## src/rtl/udp_tx_pkg.sv

```systemverilog
// Shared types and defaults for the UDP transmit arbiter.
// Both the top and the round-robin picker import this package.
package udp_tx_pkg;

   localparam int N_SRC_DEF     = 4;
   localparam int MAX_WORDS_DEF = 375;

   typedef enum logic [1:0] {
      IDLE  = 2'd0,
      XFER  = 2'd1,
      DRAIN = 2'd2
   } tx_state_e;

   // Width of a source index; never zero so one-source builds still elaborate.
   function automatic int idx_w(input int n);
      return (n > 1) ? $clog2(n) : 1;
   endfunction

endpackage

```

## src/rtl/rr_arbiter.sv

```systemverilog
// Combinational round-robin picker: the first requester after last_grant,
// wrapping from N_SRC-1 back to 0.
module rr_arbiter
   import udp_tx_pkg::*;
#(
   parameter int N_SRC = N_SRC_DEF
)(
   input  logic [N_SRC-1:0]        req,
   input  logic [idx_w(N_SRC)-1:0] last_grant,
   output logic [idx_w(N_SRC)-1:0] gnt_idx,
   output logic                    gnt_valid
);

   localparam int IW = idx_w(N_SRC);

   int            c;
   logic [IW-1:0] idx;

   // Walk from the farthest offset to the nearest so the nearest requester
   // is the last one written and therefore wins.
   always_comb begin
      gnt_idx   = '0;
      gnt_valid = 1'b0;
      c         = 0;
      idx       = '0;
      for (int k = N_SRC; k >= 1; k--) begin
         c   = (int'(last_grant) + k) % N_SRC;
         idx = IW'(c);
         if (req[idx]) begin
            gnt_idx   = idx;
            gnt_valid = 1'b1;
         end
      end
   end

endmodule

```

## src/rtl/udp_tx_arbiter.sv

```systemverilog
// Packet-locked round-robin mux of N_SRC AXI-Stream sources onto one port,
// truncating packets longer than MAX_WORDS and draining the remainder.
module udp_tx_arbiter
   import udp_tx_pkg::*;
#(
   parameter int N_SRC     = N_SRC_DEF,
   parameter int MAX_WORDS = MAX_WORDS_DEF
)(
   input  logic                    aclk,
   input  logic                    aresetn,
   input  logic [N_SRC-1:0][31:0]  s_axis_tdata,
   input  logic [N_SRC-1:0]        s_axis_tvalid,
   input  logic [N_SRC-1:0]        s_axis_tlast,
   output logic [N_SRC-1:0]        s_axis_tready,
   output logic [31:0]             m_axis_tdata,
   output logic                    m_axis_tvalid,
   output logic                    m_axis_tlast,
   output logic [idx_w(N_SRC)-1:0] m_axis_tid,
   input  logic                    m_axis_tready,
   output logic                    busy,
   output logic                    trunc_err
);

   localparam int IW = idx_w(N_SRC);
   localparam int CW = $clog2(MAX_WORDS + 1);

   localparam logic [CW-1:0] LAST_CNT = CW'(MAX_WORDS - 1);
   localparam logic [IW-1:0] LG_RST   = IW'(N_SRC - 1);

   tx_state_e     state;
   tx_state_e     state_n;
   logic [IW-1:0] grant;
   logic [IW-1:0] grant_n;
   logic [IW-1:0] last_grant;
   logic [IW-1:0] last_grant_n;
   logic [CW-1:0] cnt;
   logic [CW-1:0] cnt_n;
   logic          trunc_n;

   logic [IW-1:0] rr_idx;
   logic          rr_valid;

   logic          src_valid;
   logic          src_last;
   logic          at_limit;
   logic          beat;

   rr_arbiter #(
      .N_SRC (N_SRC)
   ) u_rr (
      .req        (s_axis_tvalid),
      .last_grant (last_grant),
      .gnt_idx    (rr_idx),
      .gnt_valid  (rr_valid)
   );

   assign src_valid = s_axis_tvalid[grant];
   assign src_last  = s_axis_tlast[grant];
   assign at_limit  = (cnt == LAST_CNT);
   assign beat      = src_valid & m_axis_tready;

   assign m_axis_tdata = s_axis_tdata[grant];
   assign m_axis_tid   = grant;
   assign busy         = (state != IDLE);

   always_ff @(posedge aclk) begin
      if (!aresetn) begin
         state      <= IDLE;
         grant      <= '0;
         last_grant <= LG_RST;
         cnt        <= '0;
         trunc_err  <= 1'b0;
      end else begin
         state      <= state_n;
         grant      <= grant_n;
         last_grant <= last_grant_n;
         cnt        <= cnt_n;
         trunc_err  <= trunc_n;
      end
   end

   always_comb begin
      state_n       = state;
      grant_n       = grant;
      last_grant_n  = last_grant;
      cnt_n         = cnt;
      trunc_n       = 1'b0;
      s_axis_tready = '0;
      m_axis_tvalid = 1'b0;
      m_axis_tlast  = 1'b0;

      unique case (state)
         IDLE: begin
            if (rr_valid) begin
               grant_n = rr_idx;
               cnt_n   = '0;
               state_n = XFER;
            end
         end

         XFER: begin
            m_axis_tvalid        = src_valid;
            m_axis_tlast         = src_last | at_limit;
            s_axis_tready[grant] = m_axis_tready;
            if (beat) begin
               cnt_n = cnt + CW'(1);
               // A real tlast on the limit word is a normal end of packet.
               if (src_last) begin
                  last_grant_n = grant;
                  state_n      = IDLE;
               end else if (at_limit) begin
                  trunc_n = 1'b1;
                  state_n = DRAIN;
               end
            end
         end

         DRAIN: begin
            s_axis_tready[grant] = 1'b1;
            if (src_valid && src_last) begin
               last_grant_n = grant;
               state_n      = IDLE;
            end
         end

         default: begin
            state_n = IDLE;
         end
      endcase
   end

endmodule

```

## config.mk

```make
export PLATFORM = sky130hd
export DESIGN_NAME = udp_tx_arbiter
export DESIGN_NICKNAME = d
export VERILOG_FILES = /design/src/rtl/udp_tx_pkg.sv /design/src/rtl/rr_arbiter.sv /design/src/rtl/udp_tx_arbiter.sv
export SDC_FILE = /design/constraint.sdc
export NUM_CORES = 1
export LEC_CHECK = 0
export CORE_ASPECT_RATIO = 0.7
export CORE_MARGIN = 2
export CORE_UTILIZATION = 28
export CTS_BUF_LIST = sky130_fd_sc_hd__clkbuf_4
export DETAILED_ROUTE_END_ITERATION = 12
export GPL_TIMING_DRIVEN = 0
export PLACE_DENSITY_LB_ADDON = 0.3
export SYNTH_ARGS = -nofsm -noshare
export SYNTH_HDL_FRONTEND = slang
export SYNTH_SLANG_ARGS = --single-unit
```

## constraint.sdc

```tcl
create_clock -name aclk -period 2.04 [get_ports aclk]
set_clock_uncertainty 0.15 [all_clocks]
set_input_delay 0.306 -clock aclk [delete_from_list [all_inputs] [get_ports aclk]]
set_output_delay 0.306 -clock aclk [all_outputs]
set_load 0.01 [all_outputs]
```

Word level (Yosys, flattened, before mapping)

Index checks and enable logic that the tools add are counted.

$add $sub $neg: 5
$mul: 0
Div/mod/pow operators: 0
Order comparisons: 6
Equality and inequality tests: 8
Shift-type cells: 0
Muxes and demuxes: 41
Bitwise logic cells: 6
Reductions and logical operators: 11

Operator list:

| cell                                                                 | count |
|---|---|
| 32-bit binary-select mux with 2-bit select                           | 1 |
| 32-bit two-way mux                                                   | 1 |
| 2-bit two-way mux                                                    | 12 |
| 9-bit two-way mux                                                    | 2 |
| 9-bit one-hot mux with 2 select lines                                | 1 |
| 2-bit by 3-bit < comparator with 1-bit output, second input constant | 5 |
| 1-bit two-way mux                                                    | 14 |
| 1-bit binary-select mux with 2-bit select                            | 6 |
| 9-bit by 1-bit adder with 9-bit output, second input constant        | 1 |
| 9-bit equality test, second input constant                           | 1 |
| 2-bit inequality test, second input constant                         | 4 |
| 4-bit one-hot mux with 2 select lines                                | 1 |
| 4-bit AND reduction                                                  | 2 |
| 2-bit one-hot mux with 3 select lines                                | 1 |
| 2-bit nonzero test                                                   | 3 |
| 2-bit by 1-bit adder with 2-bit output, second input constant        | 2 |
| 2-bit adder, second input constant                                   | 2 |
| 4-bit AND                                                            | 1 |
| 2-bit one-hot mux with 2 select lines                                | 1 |
| 4-bit OR reduction                                                   | 1 |
| 3-bit inequality test, second input constant                         | 1 |
| 1-bit inverter                                                       | 3 |
| 3-bit AND reduction                                                  | 1 |
| 1-bit demux with 2-bit select                                        | 1 |
| other kinds (8)                                                      | 9 |

Bits in registers: 16
Latch bits: 0
Memory bits (writable): 0
ROM bits: 0
Bits of input ports: 139
Memories: 0

Depth between registers and ports, before layout

Depth after elaboration: 9
Mapped depth: 7
Gate-level depth less buffers: 6

Hierarchy

Synthesis repeated with hierarchy kept, for this count alone.

Cells, all modules: 172
Area, all modules: 1810.5 µm²

By module, submodules not included:

| module         | times used | cells an instance | area each (µm²) | seq. area each (µm²) |
|---|---|---|---|---|
| udp_tx_arbiter | 1          | 158               | 1719.1          | 320.3 |
| rr_arbiter     | 1          | 14                | 91.3            | 0.0 |

Least setup slack after synthesis

OpenSTA, ideal clock, no wires.

Kind: register to register
Start point: register grant[0] (netlist: m_axis_tid[0])
End point: register cnt[7]
Setup time: 121 ps
Data arrival time: 1731 ps
Slack: 37 ps
Stages on the path, launching flop included: 6
Cell sequence: dfxtp_1 -> mux4_2 -> a21boi_4 -> buf_6 -> nor3_1 -> mux2_4

Longest elaborated chain between the ends: 5

RTL lines:

| item                                      | line                 | source |
|---|---|---|
| start: declaration                        | udp_tx_arbiter.sv:32 | `logic [IW-1:0] grant;` |
| start signal: assignment                  | udp_tx_arbiter.sv:75 | `grant <= grant_n;` |
| 1-bit binary-select mux with 2-bit select | udp_tx_arbiter.sv:57 | `assign src_valid = s_axis_tvalid[grant];` |
| 1-bit two-way mux (implied by the code)   | udp_tx_arbiter.sv:57 |  |
| 1-bit AND                                 | udp_tx_arbiter.sv:60 | `assign beat = src_valid & m_axis_tready;` |
| 2-bit inequality test (no line)           | --                   |  |
| 3-bit AND reduction (no line)             | --                   |  |
| end signal: assignment                    | udp_tx_arbiter.sv:77 | `cnt <= cnt_n;` |
| end: declaration                          | udp_tx_arbiter.sv:36 | `logic [CW-1:0] cnt;` |

No other way between the ends. The select of a mux whose other input is x is not followed.
A chain may end at the register's enable or synchronous reset.

Final worst setup path

Start point: register grant[0] (netlist: m_axis_tid[0])
End point: output port m_axis_tlast

Longest elaborated chain between the ends: 4

RTL lines:

| item                                      | line                  | source |
|---|---|---|
| 1-bit binary-select mux with 2-bit select | udp_tx_arbiter.sv:58  | `assign src_last = s_axis_tlast[grant];` |
| 1-bit two-way mux (implied by the code)   | udp_tx_arbiter.sv:58  |  |
| 1-bit OR                                  | udp_tx_arbiter.sv:103 | `m_axis_tlast = src_last \| at_limit;` |
| 1-bit two-way mux                         | udp_tx_arbiter.sv:92  | `unique case (state)` |
| end: declaration                          | udp_tx_arbiter.sv:17  | `output logic m_axis_tlast,` |

No other way between the ends. The select of a mux whose other input is x is not followed.

==> flow_summary_export.csv <==
group,metric,value,unit
min_path,hp-class,"reg -> reg",
synthesis,postSynthCellCount,165,
sta,finalSetupViolCount,41,
detailed_routing,num_vias,2469,
sta,maxSlewHeadroom,54.4,%
detailed_routing,dr.pass1.iters,4,
power,powerDensity,945,mW/mm^2
sta,rsz0062_at_grt,"true",
sta,tightest_slew,0.675,ns
grt,grt_max_degree,11,
power,total_power,4.02,mW
final_layout,drive_gt1_share,37.3,%
run_status,violations,"setup timing",
worst_setup_path,cp-start-kind,"register",
worst_setup_path,critPathMaxFanout,7,
cts,cts_tree,"built",
flow_run,maxCapViolCount,0,
sta,drv_slew,0,
cts,cts_root_buf,"clkbuf_4",
detailed_routing,wl,9.42,mm
final_layout,seqCellArea,335,um^2
final_layout,diodes,0,
run_status,outcome,"complete, but fails checks",
synthesis,yosysUniqueCellTypes,46,
grt,grt_overflow,0,
sta,hold_viol,0,
cts,cts_buffers,3,
worst_setup_path,cp_data_required_time,1.58,ns
final_layout,multi_input_area,0.00155,mm^2
synthesis,synth_commonest_cells,"mux4_2 (30), dfxtp_1 (16), nand2_1 (10)",
detailed_routing,drc_errors,0,
synthesis,ys.flop_type,"dfxtp_1",
sta,fmax,453,MHz
synthesis,ys_async_sr_fraction,0,%
grt,grt_pass1_wl,12.8,mm
worst_setup_path,worst-setup-path-type,"reg -> out",
floorplanning,initial_core_util,29.6,%
power,peakVddDrop,471,uV
floorplanning,fp.dieArea,0.00737,mm^2
sta,min_period,2.21,ns
grt,antenna_found_initial,0,
cts,path_clk_slew,0.11,ns
final_layout,syn2layout_area_growth,127,%
place,hpwl,7.21,mm
synthesis,syn_nets,309,
grt,gr-usage-all-layers,22.6,%
synthesis,synth_top_area_share,36.1,%
cts,cts_sinks,16,
final_layout,final_nets,528,
power,p_leak,1.66,nW
synthesis,yosysWarnings,0,
synthesis,synth_top_cell_by_area,"mux4_2",
sta,min_period_over_period,108,%
floorplanning,die_x,102,um
grt,grt_pass1_vias,2361,
detailed_routing,ant_nets,0,
place,dp.cells,436,
synthesis,synth_area,0.00187,mm^2
floorplanning,rows,24,
detailed_routing,wl_per_cell,19.9,um
worst_setup_path,cp-end-kind,"output pin",
place,portBuffers,180,
synthesis,yosys_register_bits,16,
floorplanning,core,0.00634,mm^2
cts,clk_path_buf_depth,2,
synthesis,yosysSeqAreaShare,17.1,%
place,place.gp.congestion,0.803,
synthesis,ys_top_cells_by_area,"mux4_2 (36%), dfxtp_1 (17%), mux4_1 (5.6%)",
cts,insertion_delay,0.30,ns
synthesis,syn-mean-instance-area,11.4,um^2
sta,setup_ws,-0.166,ns
worst_setup_path,arrival,1.75,ns
floorplanning,ios,181,
detailed_routing,via_per_inst,5.21,
synthesis,synth.most_common_cell,"mux4_2",
final_layout,final-instance-count-excl-fill,474,
final_layout,fillerInstances,482,
floorplanning,die_height,72.4,um
cts,cts_max_level,1,
detailed_routing,drt_iter0_drc,136,
synthesis,synth_edf_count,0,
## worst paths after layout
| check | end | startpoint | cells past startpoint | slack, ns |
|---|---|---|---|---|
| max reg2reg | state[1]$_SDFFE_PN0P_ | cnt[0]$_SDFFE_PN0P_ | 8 | -0.15 |
| min reg2reg | cnt[6]$_SDFFE_PN0P_ | cnt[6]$_SDFFE_PN0P_ | 2 | 0.34 |
| min | cnt[6]$_SDFFE_PN0P_ | cnt[6]$_SDFFE_PN0P_ | 2 | 0.34 |
| max | m_axis_tlast | m_axis_tid[0]$_SDFFE_PN0P_ | 5 | -0.17 |
## power breakdown
part	leakage (nW)	total [mW]	internal, mW	switching (mW)
sequential	0.134	0.452	0.380	0.0720
combinational	1.51	3.38	2.01	1.36
clock	0.0154	0.190	0.0713	0.119
## metal layers
metal,up-vias,track usage [%],part of all wire (%),wire (um)
met5,-,0,0,0
met4,0,4.65,1.7,163
met3,16,5.59,8.4,787
met2,119,37.9,52,4850
met1,1212,29.9,38,3620
li1,1122,-,-,-
## cell type report
class,instances,share of cell area [%]
repair buffers,215,48.1
multi-input cells,128,36.4
flip-flops and latches,16,7.88
plain buffers,11,3.47
well taps,91,2.67
inverters,9,0.852
clock buffers,3,0.529
clock inverters,1,0.0882
## cell usage in the layout, fill, tap and decap left out, types with 2 or more instances in the layout
cell               n
a211o_1            2
a21boi_1           5
a21boi_4           2
a21o_1             2
a21oi_1            2
a31oi_4            2
and2_1             3
buf_12             5
buf_2             18
buf_4             28
buf_6             29
clkbuf_4           3
clkdlybuf4s50_1  137
dfxtp_1           10
dfxtp_2            3
dfxtp_4            3
dlygate4sd2_1      4
ha_1               3
inv_1              8
mux2i_1            4
mux4_2            33
nand2_1            9
nand2b_1           3
nand3_1            4
nand4_1            2
nor2_1             5
nor2b_1            2
nor3_1             3
o21ai_0            4
o21ai_1            2
o311ai_0           2
o31ai_1            3
o41ai_1            2
or4_1              2
or4_4              2
or4b_1             2
## through the flow
| step | TNS, ns | setup WS [ns] | hold slack, ns | instance area, um^2 | util, % |
|---|---|---|---|---|---|
| after floorplan | 0 | 0.0373 | 0.301 | 1870 | - |
| after global placement | -17.15 | -0.520 | 0.319 | 3790 | 59.8 |
| after detailed placement | -18.32 | -0.531 | 0.330 | 3790 | 59.8 |
| after CTS | -1.88 | -0.161 | 0.352 | 3910 | 61.7 |
| after global routing | -5.34 | -0.222 | 0.373 | 4260 | 67.2 |
| final | -3.26 | -0.166 | 0.345 | 4260 | 67.2 |
## kinds of logic after synthesis
logic type	count (synthesis)	share of synthesized area [%]
buffers and inverters	21	5.28
and+or+nand+nor	48	14.8
DFF	16	17.1
adders and majority gates	5	3.34
AOI/OAI and AO/OA	36	14.9
muxes	39	44.6
## sequential cells by signal, summed over array words and instances, names as in the netlist
signal      cells
state           2
cnt             9
m_axis_tid      2
trunc_err       1
last_grant      2
## timing repair
| action | in CTS | in global routing |
|---|---|---|
| gates resized for setup | 204 | 56 |
| pin swaps | 5 | 10 |
| endpoints found under the setup margin | 50 | 52 |
| hold buffers | 0 | 0 |
| buffers inserted | 16 | 18 |
| gates cloned | 0 | 1 |
## critical path, stage by stage (launching register included)
cell and delay (ns):
dfxtp_2 0.37, buf_12 0.14, mux4_2 0.56, a31oi_4 0.18
nor2b_1 0.07, buf_2 0.14
Note: power is estimated with default switching activity, not from simulation.
